**src/rtl/car_anim_pkg.sv**
```systemverilog
// Shared types and helpers for the lane car animator.
package car_anim_pkg;

  typedef enum logic [1:0] {
    ST_IDLE,
    ST_EMIT,
    ST_GAP
  } emit_state_t;

  // Bits needed to hold a request count from 0 to max_pending inclusive.
  function automatic int pending_width(input int max_pending);
    return $clog2(max_pending + 1);
  endfunction

endpackage

```
**src/rtl/car_emitter.sv**
```systemverilog
// Car emitter: request queue counter plus IDLE/EMIT/GAP sequencer that
// decides when a new car enters column 0 and how long it stays there.
module car_emitter
  import car_anim_pkg::*;
#(
  parameter int CAR_LEN     = 2,
  parameter int GAP         = 1,
  parameter int MAX_PENDING = 7,
  parameter int PW          = pending_width(MAX_PENDING)
) (
  input  logic          traffic_clk,
  input  logic          reset_n,
  input  logic          add_car,
  input  logic          hold,
  output logic          start,
  output logic          emit_on,
  output logic          decrement_car,
  output logic [PW-1:0] pending
);

  localparam int CNT_MAX = (CAR_LEN > GAP) ? CAR_LEN : GAP;
  localparam int CW      = $clog2(CNT_MAX + 1);
  localparam logic [CW-1:0] LAST_EMIT = CW'(CAR_LEN - 1);
  localparam logic [CW-1:0] LAST_GAP  = CW'(GAP - 1);
  localparam logic [PW-1:0] PEND_MAX  = PW'(MAX_PENDING);

  emit_state_t   state, state_nx;
  logic [CW-1:0] cnt, cnt_nx;
  logic [PW-1:0] pending_nx;
  logic          inc;

  // Next state: hold only gates the IDLE->EMIT decision; emit_on is the
  // value column 0 takes at the coming edge.
  always_comb begin
    state_nx = state;
    cnt_nx   = cnt;
    start    = 1'b0;
    emit_on  = 1'b0;
    case (state)
      ST_IDLE: begin
        if (!hold && (pending != '0 || add_car)) begin
          start    = 1'b1;
          emit_on  = 1'b1;
          state_nx = ST_EMIT;
          cnt_nx   = '0;
        end
      end
      ST_EMIT: begin
        if (cnt == LAST_EMIT) begin
          state_nx = ST_GAP;
          cnt_nx   = '0;
        end else begin
          emit_on = 1'b1;
          cnt_nx  = cnt + 1'b1;
        end
      end
      ST_GAP: begin
        if (cnt == LAST_GAP) begin
          state_nx = ST_IDLE;
          cnt_nx   = '0;
        end else begin
          cnt_nx = cnt + 1'b1;
        end
      end
      default: begin
        state_nx = ST_IDLE;
        cnt_nx   = '0;
      end
    endcase
  end

  // Request counter: a saturated queue still accepts a request when a
  // start frees a slot in the same cycle.
  always_comb begin
    inc        = add_car && ((pending != PEND_MAX) || start);
    pending_nx = pending;
    if (inc && !start) begin
      pending_nx = pending + 1'b1;
    end else if (!inc && start) begin
      pending_nx = pending - 1'b1;
    end
  end

  // Sequencer, counter and request-count registers.
  always_ff @(posedge traffic_clk or negedge reset_n) begin
    if (!reset_n) begin
      state         <= ST_IDLE;
      cnt           <= '0;
      pending       <= '0;
      decrement_car <= 1'b0;
    end else begin
      state         <= state_nx;
      cnt           <= cnt_nx;
      pending       <= pending_nx;
      decrement_car <= start;
    end
  end

endmodule

```
**src/rtl/car_turn_animator.sv**
```systemverilog
// Lane animator: shifts emitted cars along a horizontal array and routes
// each car at the end either into the vertical turn array or off-screen.
module car_turn_animator
  import car_anim_pkg::*;
#(
  parameter int H_LEN       = 11,
  parameter int V_LEN       = 8,
  parameter int LANES       = 2,
  parameter int CAR_LEN     = 2,
  parameter int GAP         = 1,
  parameter int MAX_PENDING = 7
) (
  input  logic                                   traffic_clk,
  input  logic                                   reset_n,
  input  logic                                   add_car,
  input  logic                                   hold,
  input  logic                                   turn_en,
  output logic [LANES-1:0][H_LEN-1:0]            car_move_array_h,
  output logic [V_LEN-1:0][LANES-1:0]            car_move_array_v,
  output logic                                   decrement_car,
  output logic                                   car_exited,
  output logic [pending_width(MAX_PENDING)-1:0]  pending
);

  localparam int PW = pending_width(MAX_PENDING);

  logic                          start;
  logic                          emit_on;
  logic [H_LEN-1:0][LANES-1:0]   col;
  logic [H_LEN-1:0]              tag;
  logic [V_LEN-1:0][LANES-1:0]   row;
  logic                          s_now, s_next, t_now, t_next;

  car_emitter #(
    .CAR_LEN     (CAR_LEN),
    .GAP         (GAP),
    .MAX_PENDING (MAX_PENDING),
    .PW          (PW)
  ) u_emitter (
    .traffic_clk   (traffic_clk),
    .reset_n       (reset_n),
    .add_car       (add_car),
    .hold          (hold),
    .start         (start),
    .emit_on       (emit_on),
    .decrement_car (decrement_car),
    .pending       (pending)
  );

  // Shift arrays: tag travels with its column; the tag at the last column
  // decides whether the leaving cell turns or goes straight off-screen.
  always_ff @(posedge traffic_clk or negedge reset_n) begin
    if (!reset_n) begin
      col <= '0;
      tag <= '0;
      row <= '0;
    end else begin
      col[0] <= {LANES{emit_on}};
      tag[0] <= start ? turn_en : tag[0];
      for (int k = 1; k < H_LEN; k++) begin
        col[k] <= col[k-1];
        tag[k] <= tag[k-1];
      end
      row[0] <= tag[H_LEN-1] ? col[H_LEN-1] : '0;
      for (int r = 1; r < V_LEN; r++) begin
        row[r] <= row[r-1];
      end
    end
  end

  // Exit points: a straight cell in the last column, a turn cell in the
  // last row. "next" is what will occupy that point after the edge.
  always_comb begin
    s_now  = (|col[H_LEN-1]) & ~tag[H_LEN-1];
    s_next = (|col[H_LEN-2]) & ~tag[H_LEN-2];
    t_now  = |row[V_LEN-1];
    t_next = |row[V_LEN-2];
  end

  // Pulse when the trailing cell of a car leaves either exit point.
  always_ff @(posedge traffic_clk or negedge reset_n) begin
    if (!reset_n) begin
      car_exited <= 1'b0;
    end else begin
      car_exited <= (s_now & ~s_next) | (t_now & ~t_next);
    end
  end

  // Present the horizontal array lane-major for the drawing logic.
  always_comb begin
    car_move_array_h = '0;
    for (int l = 0; l < LANES; l++) begin
      for (int k = 0; k < H_LEN; k++) begin
        car_move_array_h[l][k] = col[k][l];
      end
    end
    car_move_array_v = row;
  end

endmodule
```
**config.mk**
```make
export PLATFORM = sky130hd
export DESIGN_NAME = car_turn_animator
export DESIGN_NICKNAME = d
export VERILOG_FILES = /design/src/rtl/car_anim_pkg.sv /design/src/rtl/car_emitter.sv /design/src/rtl/car_turn_animator.sv
export SDC_FILE = /design/constraint.sdc
export NUM_CORES = 1
export LEC_CHECK = 0
export ABC_AREA = 0
export BUFFER_PORTS_ARGS = -buffer_cell sky130_fd_sc_hd__buf_4
export CORE_ASPECT_RATIO = 0.6
export CORE_MARGIN = 2
export CORE_UTILIZATION = 30
export CTS_CLUSTER_SIZE = 20
export DETAILED_ROUTE_END_ITERATION = 6
export PLACE_DENSITY_LB_ADDON = 0.1
export SLEW_MARGIN = 20
export SYNTH_ARGS = -nofsm -noshare
export SYNTH_HDL_FRONTEND = slang
export SYNTH_SLANG_ARGS = --single-unit
```
**constraint.sdc**
```tcl
create_clock -name traffic_clk -period 2.4 [get_ports traffic_clk]
set_input_delay 0.72 -clock traffic_clk [delete_from_list [all_inputs] [get_ports traffic_clk]]
set_output_delay 0.72 -clock traffic_clk [all_outputs]
set_load 0.1 [all_outputs]
```
* Word-level counts from Yosys, hierarchy flattened
Index checks and enable logic that the tools add are counted.
Storage, ports and cells: bits in read-only memories 0, output and inout bits 43, input bits 5, RAM bits 0, register bits after elaboration 47, latch bits 0, memories 0, word-level logic and storage cells 78
Cells by class: divide/modulo/power cells 0, mux-type cells 15, shift operators 0, bitwise logic cells 9, order comparisons 0, $mul 0, $add $sub $neg 3, eq/ne operators 7, reductions and logical operators 18
Operator list (count):
- 2-to-1 mux 2 bit | 7
- case mux 2 bit (3 select lines) | 2
- OR reduction 2 bit | 4
- 2-to-1 mux 3 bit | 2
- != test 2 x 1 -> 1 bit (second input constant) | 3
- AND 1 bit | 4
- equality test 2 x 1 -> 1 bit (second input constant) | 2
- logical AND 1 bit | 4
- logical NOT 2 bit | 2
- inverter 1 bit | 4
- adder 3 x 1 -> 3 bit (second input constant) | 1
- logical NOT 1 bit | 3
- 2-to-1 mux 1 bit | 3
- != test 3 bit (second input constant) | 1
- AND reduction 3 bit | 1
- nonzero test 3 bit | 1
- subtractor 3 x 1 -> 3 bit (second input constant) | 1
- adder 2 x 1 -> 2 bit (second input constant) | 1
- equality test 2 bit (second input constant) | 1
- logical OR 1 bit | 2
- case mux 1 bit (2 select lines) | 1
- nonzero test 2 bit | 1
- OR 1 bit | 1

* Logic depth before layout (Yosys ltp)
Gate-level depths: netlist of the first run.
depth after elaboration 11, mapped depth 10, mapped depth without buffers 10

* Hierarchy
A second synthesis of the first run with hierarchy kept.
Second synthesis, totals: cell total of the unflattened synthesis 104, area total of the unflattened synthesis 1552.7 sq um
Modules (own cells, without submodules):
- car_turn_animator | sequential area each 775.7 sq um, area an instance 967.2 sq um, cells each 56, instances 1
- car_emitter | sequential area each 200.2 sq um, area an instance 585.6 sq um, cells each 48, instances 1

* Least setup slack after synthesis of the first run
No wires, ideal clock.
path kind reg2reg, from register u_emitter.pending[0], to register u_emitter.pending[2], setup time 0.165 ns, required time 2.235 ns, arrival time 2.520 ns, buffers on the path 0, cell stages (with the launch flop) 10, period minus slack after synthesis 2.685 ns, path slack -0.285 ns, cells stage by stage dfrtp_1 nor4_4 nor3b_2 o21a_1 ha_1 inv_1 fa_1 xor2_1 nor2_1 xor2_1
Between the ends: cells in the longest elaborated chain, start to end 10, elaborated cells between the ends (all ways) 17, classes of those cells add/sub (2); eq/ne (1); mux (4); reduce/logical (10)
RTL lines:
- start, declared | line car_emitter.sv:18 | output logic [PW-1:0] pending
- start signal, assigned | line car_emitter.sv:94 | pending <= pending_nx;
- nonzero test 3 bit * | line car_emitter.sv:41 | if (!hold && (pending != '0 || add_car)) begin
- logical OR 1 bit * | line car_emitter.sv:41
- logical AND 1 bit * | line car_emitter.sv:41
- 2-to-1 mux 1 bit * | line car_emitter.sv:41
- 2-to-1 mux 1 bit * | line car_emitter.sv:39 | case (state)
- net start | line car_turn_animator.sv:27 | logic start;
- logical OR 1 bit | line car_emitter.sv:75 | inc = add_car && ((pending != PEND_MAX) || start);
- logical AND 1 bit | line car_emitter.sv:75
- logical NOT 1 bit | line car_emitter.sv:79 | end else if (!inc && start) begin
- logical AND 1 bit | line car_emitter.sv:79
- nonzero test 2 bit (no line)
The timed path passes the listed nets; every way through them passes the cells marked *. The select of a mux whose other input is x is not followed. A chain may end at the register's enable or synchronous reset.

* Final worst setup path of the first run
from register u_emitter.state[0], to register u_emitter.pending[2]
Between the ends: cells in the longest elaborated chain, start to end 7, elaborated cells between the ends (all ways) 10, classes of those cells mux (2); reduce/logical (8)
RTL lines:
- start, declared | line car_emitter.sv:27 | emit_state_t state, state_nx;
- start signal, assigned | line car_emitter.sv:92 | state <= state_nx;
- logical NOT 2 bit * | line car_emitter.sv:39
- 2-to-1 mux 1 bit * | line car_emitter.sv:39
- net start | line car_turn_animator.sv:27
- logical OR 1 bit | line car_emitter.sv:75
- logical AND 1 bit | line car_emitter.sv:75
- logical NOT 1 bit | line car_emitter.sv:79
- logical AND 1 bit | line car_emitter.sv:79
- nonzero test 2 bit (no line)
The timed path passes the listed nets; every way through them passes the cells marked *.

==> metrics.txt, run 1 <==
post-route insts no fill roughly 210; commonest non-fill, non-tap cell in the layout buf_4; cts hold-fix bufs 0; Slew Limit Fails 0; Overall Global Routing Usage 0.0981; largest family of logic cells by synthesized area buffers and inverters; worst-margin pin slew 0.483 ns; Remaining Overflow, GRT 0; Area Growth Syn to Fin 28.8%; wire per inst 11.7 µm; post-DP HPWL around 1800 µm; CTS buffer count 5; commonest cells after routing, fill and taps aside buf_4 (50), dfrtp_1 (36), inv_1 (8), ha_1 (8), clkbuf_8 (7); DRT Pass-1 Iters 3; mux cell area share after synthesis 0.0424; core region area 5000 µm²; initial antenna violation count 0; FP Rows 20; worst path required time about 2.6 ns; Adder-Cell Fraction of Synth Area 0.0865; Synth Warn # 0; mean area per synthesized cell ~15 µm²; Reg clk slew, reported paths roughly 0.070 ns; Fmax between 400 and 500 MHz; first-pass GRT wire length about 4000 µm; via density per instance roughly 4.0; compound-gate portion of the synthesized area 0.0408; Most used DFF post-synth dfrtp_1; clock skew 0.00384 ns; placed insts 200; EDFF count, synth 0; relative slew slack 0.678; Final Hold Viols 0; startpoint types flip-flop; Hold WC Path Type reg2reg; Synth Instances between 100 and 150; FF+latch count, synth 39; worst path arrival time between 2 and 2.5 ns; post-layout min period 2.21 ns; asr flop ratio synth 1.00; CTS Sinks 39; layout cell share with drive strength beyond 1 0.483; drt total wl between 2000 and 2500 µm; Max Cap Viol 0; Final Net Count roughly 160; Worst Setup Path Type reg2reg; DRC Markers 0; antenna fix cells 0; via count approximately 840; Setup violations, final 0; full die area 5720 µm²; Synth Area in XOR/XNOR 0.0171; Placer Congestion roughly 0.74; period utilisation layout 0.921; largest net degree at the start of global routing 40; crit path max fanout 4; H-tree depth 2; Die X 96.3 µm; area share of and/or/nand/nor cells after synthesis 0.0644; root buf cell clkbuf_8; Synth Cell Area 1530 µm²; TritonCTS clock tree yes; reg2reg setup slack ~0.19 ns; initial core utilization 0.306; clk_lat worst skew approximately 0.28 ns; clk buf depth 2; drt initial violations 18; RSZ-0062 raised after global routing no; critical path capture point type flip-flop; # port buffers between 40 and 50; vias in the first global route 803; Synth cell types 25; post-synthesis sequential area ratio 0.636; Net Count, Synth ~120; Die Ht a little under 60 µm; run status finished clean; # IOs 48; Routed Antenna Nets 0
## layout make-up
type / instances / area, µm²
multi-input combinational: 38 / 404
fill: 492 / 3030
sequential: 39 / 980
clock inverter: 1 / 7.51
tap: 66 / 82.6
inverter: 8 / 30.0
timing repair buffer: 50 / 375
clock buffer: 7 / 96.3
## per-stage QoR
stage	cell area, µm²	util	hold WS (ns)	TNS (ns)	setup WS (ns)
after detailed placement	1850	0.369	0.335	-0.0374	-0.0374
final	1980	0.395	0.350	0	0.189
after global placement	1850	0.369	0.333	0	0.0709
after CTS	1950	0.390	0.352	0	0.0148
after global routing	1980	0.395	0.355	0	0.0132
after floorplan	1540	-	0.331	0	0.0111
## Yosys cell counts, types with 2 or more instances
| cell type | number | share of area |
|---|---|---|
| dfrtp_1 | 39 | 0.64 |
| buf_4 | 19 | 0.093 |
| ha_1 | 9 | 0.073 |
| inv_1 | 8 | 0.020 |
| and2_1 | 3 | 0.012 |
| mux2_2 | 3 | 0.022 |
| mux2i_1 | 2 | 0.013 |
| nor2b_1 | 2 | 0.0082 |
| o21ai_0 | 2 | 0.0065 |
| xor2_1 | 2 | 0.011 |
## critical path, stage by stage (launching register included)
cell	delay, ns
dfrtp_1	0.40
inv_1	0.15
ha_4	0.18
nor3b_4	0.20
o21a_1	0.17
ha_1	0.17
inv_1	0.06
fa_1	0.37
xor2_1	0.17
nor2_1	0.11
xor2_1	0.15
## path summary, 6_finish.rpt
path	startpoint	to	cells past startpoint
max	u_emitter.state[0]$_DFFE_PN0P_	u_emitter.pending[2]$_DFFE_PN0P_	10
min	tag[7]$_DFF_PN0_	tag[8]$_DFF_PN0_	0
max reg2reg	u_emitter.state[0]$_DFFE_PN0P_	u_emitter.pending[2]$_DFFE_PN0P_	10
min reg2reg	tag[7]$_DFF_PN0_	tag[8]$_DFF_PN0_	0
max in group asynchronous	reset_n	u_emitter.pending[0]$_DFFE_PN0P_	1
min in group asynchronous	reset_n	car_move_array_v[2]$_DFF_PN0_	1
## per-layer routing
layer	track usage	wire, µm	vias up	share of wire
met5	0	0	-	0
met4	0.0423	29	0	0.012
met3	0.0433	207	4	0.085
met2	0.131	1020	27	0.42
met1	0.138	1180	411	0.48
li1	-	-	396	-
## flip-flops by register name (all words and copies together) (netlist names)
| name | cells |
|---|---|
| u_emitter.pending | 3 |
| car_move_array_h | 11 |
| car_move_array_v | 8 |
| car_exited | 1 |
| u_emitter.decrement_car | 1 |
| tag | 11 |
| u_emitter.state | 2 |
| u_emitter.cnt | 2 |
## repair_timing
item,in CTS,in global routing
setup endpoints to repair,0,1
gates resized for setup,0,3
buffers inserted,0,1
## logic make-up after synthesis
logic type	count (synthesis)
multiplexers	6
XOR/XNOR	3
buffers and inverters	27
AND/OR/NAND/NOR	13
flip-flops	39
AO/OA/AOI/OAI	6
adder cells (fa/ha/maj)	10
Power of run 1 is left out: the tool's default activity adds up to more than one toggle a clock period on the data nets, which glitch-free logic cannot reach.
==> run 2: changes to the inputs <==
ABC_AREA = 1   (was 0)
clock period = 1.95 ns   (was 2.4 ns; I/O delays follow)
==> run 2 against run 1 <==
Against the previous run: largest cell class unchanged; global-route usage shrank 0.12 points; hold slack got worse by 0.094 ns; critical path type unchanged; critical endpoint unchanged; highest routed layer unchanged; register-to-register slack lost 0.11 ns.
==> metrics.txt, run 2 <==
run status finished clean; Top cell by count, worst path inv_2; FP Rows 20 (unchanged); Setup violations, final 0 (unchanged); placed insts 227 (+14%); Overall Global Routing Usage 0.0968 (-0.00125); EDFF count, synth 0 (unchanged); root buf cell clkbuf_8; worst path cell trace inv_2 > ha_4 > nand3_4 > a21boi_2 > ha_2 > inv_2 > fa_2 > nand2_1 > nand3_1 > xor2_1; Met2 Wirelength 946 µm (-7.6%); Synth Cell Area 1530 µm² (-0.16%); met3 WL 179 µm (-14%); Synth cell types 19 (-24%); startpoint types flip-flop; CTS buffer count 5 (unchanged); Routed Antenna Nets 0 (unchanged); DRC Markers 0 (unchanged); Reg clk slew, reported paths 0.08 ns (about the same); drt initial violations 28 (+10); vias in the first global route 808 (+0.62%); critical path capture point type flip-flop; Final Net Count 186 (+18%); pre-CTS setup slack -0.122 ns (-0.0847 ns); WL met1 1270 µm (+8.1%); drt total wl 2440 µm (-0.12%); Net Count, Synth 142 (+19%); # IOs 48 (unchanged); via density per instance 3.93 (-2.0%); post-DP HPWL 1790 µm (-3.1%); uppermost layer routed met4; largest net degree at the start of global routing 40 (unchanged); Synth top cells by count dfrtp_1 (39), buf_4 (19), nand2_1 (19); period utilisation layout 0.957 (+0.0362); via count 935 (+12%); Synth Instances 127 (+22%); H-tree depth 2 (unchanged); synth top area cells dfrtp_1 (64%), buf_4 (9.3%), ha_1 (7.4%); RSZ-0062 raised after global routing no; full die area 5710 µm² (-0.15%); worst path arrival time 2.05 ns (-0.37 ns); max incr delay on CP 0.41 ns (about the same); first-pass GRT wire length 3950 µm (-0.88%); worst-margin pin slew 0.484 ns (+0.000753 ns); commonest cells after routing, fill and taps aside buf_4 (56), dfrtp_1 (36), nand2_1 (19); Area Growth Syn to Fin 32.4%; Synth top area share 0.637 (+0.00104); DRT Pass-1 Iters 4 (+1); clock skew 0.00253 ns (-0.00131 ns); leading area contributor after synthesis dfrtp_1; TritonCTS clock tree yes; Most used DFF post-synth dfrtp_1; # port buffers 47 (unchanged); core region area 4980 µm² (-0.50%); clk_lat worst skew 0.29 ns (about the same); initial antenna violation count 0 (unchanged); Final Hold Viols 0 (unchanged); post-synthesis sequential area ratio 0.637 (+0.00104); Die X 96.2 µm (about the same); asr flop ratio synth 1.00 (unchanged); final worst setup slack 0.0829 ns (-0.106 ns); Remaining Overflow, GRT 0 (unchanged); crit path max fanout 3 (-1); Placer Congestion 0.750 (+0.97%); post-route insts no fill 238 (+14%); clk buf depth 2 (unchanged); layout cell share with drive strength beyond 1 0.483 (about the same); antenna fix cells 0 (unchanged); initial core utilization 0.308 (+0.00104); CTS Sinks 39 (unchanged); Fmax 536 MHz (+18%); top-count cell post-synth dfrtp_1; Synth Warn # 0 (unchanged); Worst Setup Path Type reg2reg; Die Ht 59.3 µm (about the same); commonest non-fill, non-tap cell in the layout buf_4; Hold WC Path Type in2async; Slew Limit Fails 0 (unchanged); relative slew slack 0.678 (about the same); Slowest cell on crit path dfrtp_1; FF+latch count, synth 39 (unchanged); wire per inst 10.2 µm (-12%); post-layout min period 1.87 ns (-0.344 ns); mean area per synthesized cell 12.1 µm² (-18%); Max Cap Viol 0 (unchanged); worst path required time 2.13 ns (-0.47 ns)
==> run 2: cell types whose count changed after synthesis, moves of 2 or more <==
cell	previous run	this run
nand2_1	1	19
inv_1	8	14
nand3_1	1	7
and2_1	3	0
inv_2	0	3
mux2_2	3	0
nand2_2	0	3
mux2i_1	2	0
nor2b_1	2	0
==> run 2: worst paths after layout <==
check | start | to | slack (ns) | cells after the start
min | reset_n | u_emitter.pending[1]$_DFFE_PN0P_ | 0.26 | 1
max | u_emitter.state[1]$_DFFE_PN0P_ | u_emitter.pending[2]$_DFFE_PN0P_ | 0.08 | 10
max reg2reg | u_emitter.state[1]$_DFFE_PN0P_ | u_emitter.pending[2]$_DFFE_PN0P_ | 0.08 | 10
min in group traffic_clk | tag[8]$_DFF_PN0_ | tag[9]$_DFF_PN0_ | 0.35 | 0
max in group asynchronous | reset_n | u_emitter.pending[0]$_DFFE_PN0P_ | 1.33 | 1
min reg2reg | tag[8]$_DFF_PN0_ | tag[9]$_DFF_PN0_ | 0.35 | 0
==> run 2: metal layers <==
layer | vias up | GRT usage
li1 | 462 | -
met1 | 439 | 0.140
met2 | 29 | 0.127
met3 | 5 | 0.0344
met4 | 0 | 0.0490
met5 | - | 0
==> run 2: final cells by class <==
class | count | area [µm²]
multi-input combinational | 52 | 380
timing repair buffer | 56 | 420
tap | 66 | 82.6
sequential | 39 | 987
clock buffer | 5 | 68.8
clock inverter | 3 | 23.8
fill | 491 | 2950
inverter | 17 | 63.8
==> run 2: cells by family (layout without fill, tap and decap cells) <==
| logic type | Yosys count | count (layout) | share of synthesized area |
|---|---|---|---|
| flip-flops | 39 | 39 | 0.637 |
| buffers and inverters | 36 | 81 | 0.135 |
| AND/OR/NAND/NOR | 34 | 34 | 0.105 |
| adder cells (fa/ha/maj) | 10 | 10 | 0.0866 |
| AO/OA/AOI/OAI | 6 | 6 | 0.0253 |
| XOR/XNOR | 2 | 2 | 0.0114 |
==> run 2: repair_timing <==
action,CTS,global route
gates resized for setup,3,1
pin swaps,0,6
buffers inserted,0,3
hold endpoints to repair,0,0
hold buffers,0,0
endpoints found under the setup margin,1,1
==> run 2: critical path, delay by kind of cell, from the launching register on <==
| family | cells | cell delay [ns] |
|---|---|---|
| compound gates | 1 | 0.13 |
| xor+xnor | 1 | 0.16 |
| fa+ha+maj | 3 | 0.70 |
| buf+inv | 2 | 0.14 |
| flops | 1 | 0.41 |
| simple gates | 3 | 0.20 |
==> run 2: through the flow <==
step	instance area (µm²)	setup TNS, ns	util	hold slack (ns)
2_1_floorplan	1560	-0.0254	-	0.289
6_report	2030	0	0.407	0.256
4_1_cts	2000	0	0.403	0.263
3_5_place_dp	1900	-0.143	0.381	0.336
3_3_place_gp	1900	-0.0333	0.381	0.335
5_1_grt	2030	0	0.407	0.278
Power of run 2 is left out for the same reason.
==> run 3: changes to the inputs <==
CAP_MARGIN = 20   (was unset)
CORE_ASPECT_RATIO = unset   (was 0.6)
GPL_TIMING_DRIVEN = 0   (was unset)
==> run 3 against run 2 <==
Against the previous run: setup slack worse by 0.0039 ns; critical path type unchanged; core utilization up 2.8 points; routed wire length grew 11%; count of clock-buffer cells in the layout is 1 higher; final cell count is 10% higher; sequential share of layout area down 3.4 points; flip-flop and latch count unchanged.
==> metrics.txt, run 3 (synthesized netlist as in run 2, its figures left out) <==
run status finished clean; Die Ht 75.5 µm (+27%); Routed Antenna Nets 0 (unchanged); critical path capture point type flip-flop; Critical Path Start u_emitter.state[0]$_DFFE_PN0P_; crit path max fanout 4 (+1); core region area 5010 µm² (+0.60%); first-pass GRT wire length 4170 µm (+5.4%); via count 1,023 (+9.4%); period utilisation layout 0.959 (+0.00201); clk buf depth 2 (unchanged); Final Net Count 206 (+11%); commonest cells after routing, fill and taps aside buf_4 (76), dfrtp_1 (36), nand2_1 (19); commonest non-fill, non-tap cell in the layout buf_4; # IOs 48 (unchanged); Setup violations, final 0 (unchanged); TritonCTS clock tree yes; CTS buffer count 5 (unchanged); drt initial violations 57 (+100%); Hold WC Path Type in2async; Area Growth Syn to Fin 42.3%; Worst Setup Path Type reg2reg; Reg clk slew, reported paths 0.08 ns (about the same); vias in the first global route 1,003 (+24%); Overall Global Routing Usage 0.100 (+0.00351); worst-margin pin slew 0.479 ns (-0.00436 ns); wire per inst 10.3 µm (+0.49%); relative slew slack 0.680 (+0.00291); via density per instance 3.90 (-0.61%); CTS Sinks 39 (unchanged); worst path required time 2.13 ns (about the same); clk_lat worst skew 0.29 ns (about the same); Slew Limit Fails 0 (unchanged); Die X 75.5 µm (-22%); final hold slack 0.251 ns (-0.00450 ns); worst path arrival time 2.05 ns (about the same); Crit Reg-Reg Endpoint u_emitter.pending[2]$_DFFE_PN0P_; H-tree depth 2 (unchanged); cells on worst reg2reg path 10 (unchanged); Max Cap Viol 0 (unchanged); RSZ-0062 raised after global routing yes; layout cell share with drive strength beyond 1 0.536 (+0.0539); largest net degree at the start of global routing 40 (unchanged); FP Rows 26 (+30%); Remaining Overflow, GRT 0 (unchanged); Placer Congestion 0.698 (-7.0%); Worst R2R Start u_emitter.state[0]$_DFFE_PN0P_; Final Hold Viols 0 (unchanged); full die area 5690 µm² (-0.33%); Fmax 534 MHz (-0.21%); startpoint types flip-flop; clock skew 0.00586 ns (+0.00333 ns); cts hold-fix bufs 0 (unchanged); reg2reg setup slack 0.08 ns (about the same); DRC Markers 0 (unchanged); initial core utilization 0.306 (-0.00184); post-layout min period 1.87 ns (+0.00392 ns); DRT Pass-1 Iters 4 (unchanged); root buf cell clkbuf_8; post-DP HPWL 1900 µm (+6.3%); drt total wl 2700 µm (+11%); initial antenna violation count 0 (unchanged); antenna fix cells 0 (unchanged); # port buffers 47 (unchanged)
run 3: cell types whose count changed in the layout (fill, tap and decap cells not counted), sizes merged:
cell and change:
inv -1, clkbuf +1, clkinvlp -1, buf +20, clkinv +1
run 3: what timing repair did:
action | CTS | global route
pin swaps | 2 | 4
resized for setup | 4 | 1
endpoints found under the setup margin | 2 | 1
buffers inserted | 5 | 5
run 3: worst max-delay path by stage:
stage,endpoint,cells after the start
2_1_floorplan,u_emitter.pending[2]$_DFFE_PN0P_,11
3_3_place_gp,u_emitter.pending[2]$_DFFE_PN0P_,11
3_5_place_dp,u_emitter.pending[2]$_DFFE_PN0P_,11
4_1_cts,u_emitter.pending[2]$_DFFE_PN0P_,11
5_1_grt,u_emitter.pending[2]$_DFFE_PN0P_,10
6_report,u_emitter.pending[2]$_DFFE_PN0P_,10
run 3: stage by stage:
step	cell area (µm²)	TNS [ns]	setup slack, ns	utilization	cells
2_1_floorplan	1560	-0.0254	-0.0254	-	127
3_3_place_gp	2000	-0.241	-0.166	0.400	244
3_5_place_dp	2000	-0.389	-0.254	0.400	244
4_1_cts	2140	0	0.0139	0.427	257
5_1_grt	2180	-0.0231	-0.0231	0.435	262
6_report	2180	0	0.0790	0.435	262
run 3: cell type report:
cell class / instances / area [µm²]
fillers: 512 / 2830
clock buffers: 6 / 72.6
inverters: 17 / 63.8
well taps: 70 / 87.6
clock inverters: 2 / 12.5
flip-flops and latches: 39 / 987
multi-input cells: 52 / 385
plain buffers: 19 / 143
repair buffers: 57 / 428
run 3: worst max-delay path: stages, from the launching register on:
cell and delay, ns:
dfrtp_1 0.40, inv_2 0.09, ha_4 0.16, nand3_4 0.08
a21boi_2 0.16, ha_2 0.19, inv_2 0.04, fa_2 0.34
nand2_1 0.09, nand3_2 0.07, xor2_1 0.14
run 3: per-layer routing:
| layer | global-route usage | routed length [µm] |
|---|---|---|
| met1 | 0.102 | 1050 |
| met5 | 0 | 0 |
| met2 | 0.174 | 1410 |
| met3 | 0.0397 | 191 |
| met4 | 0.0585 | 53 |
Power of run 3 is left out for the same reason.
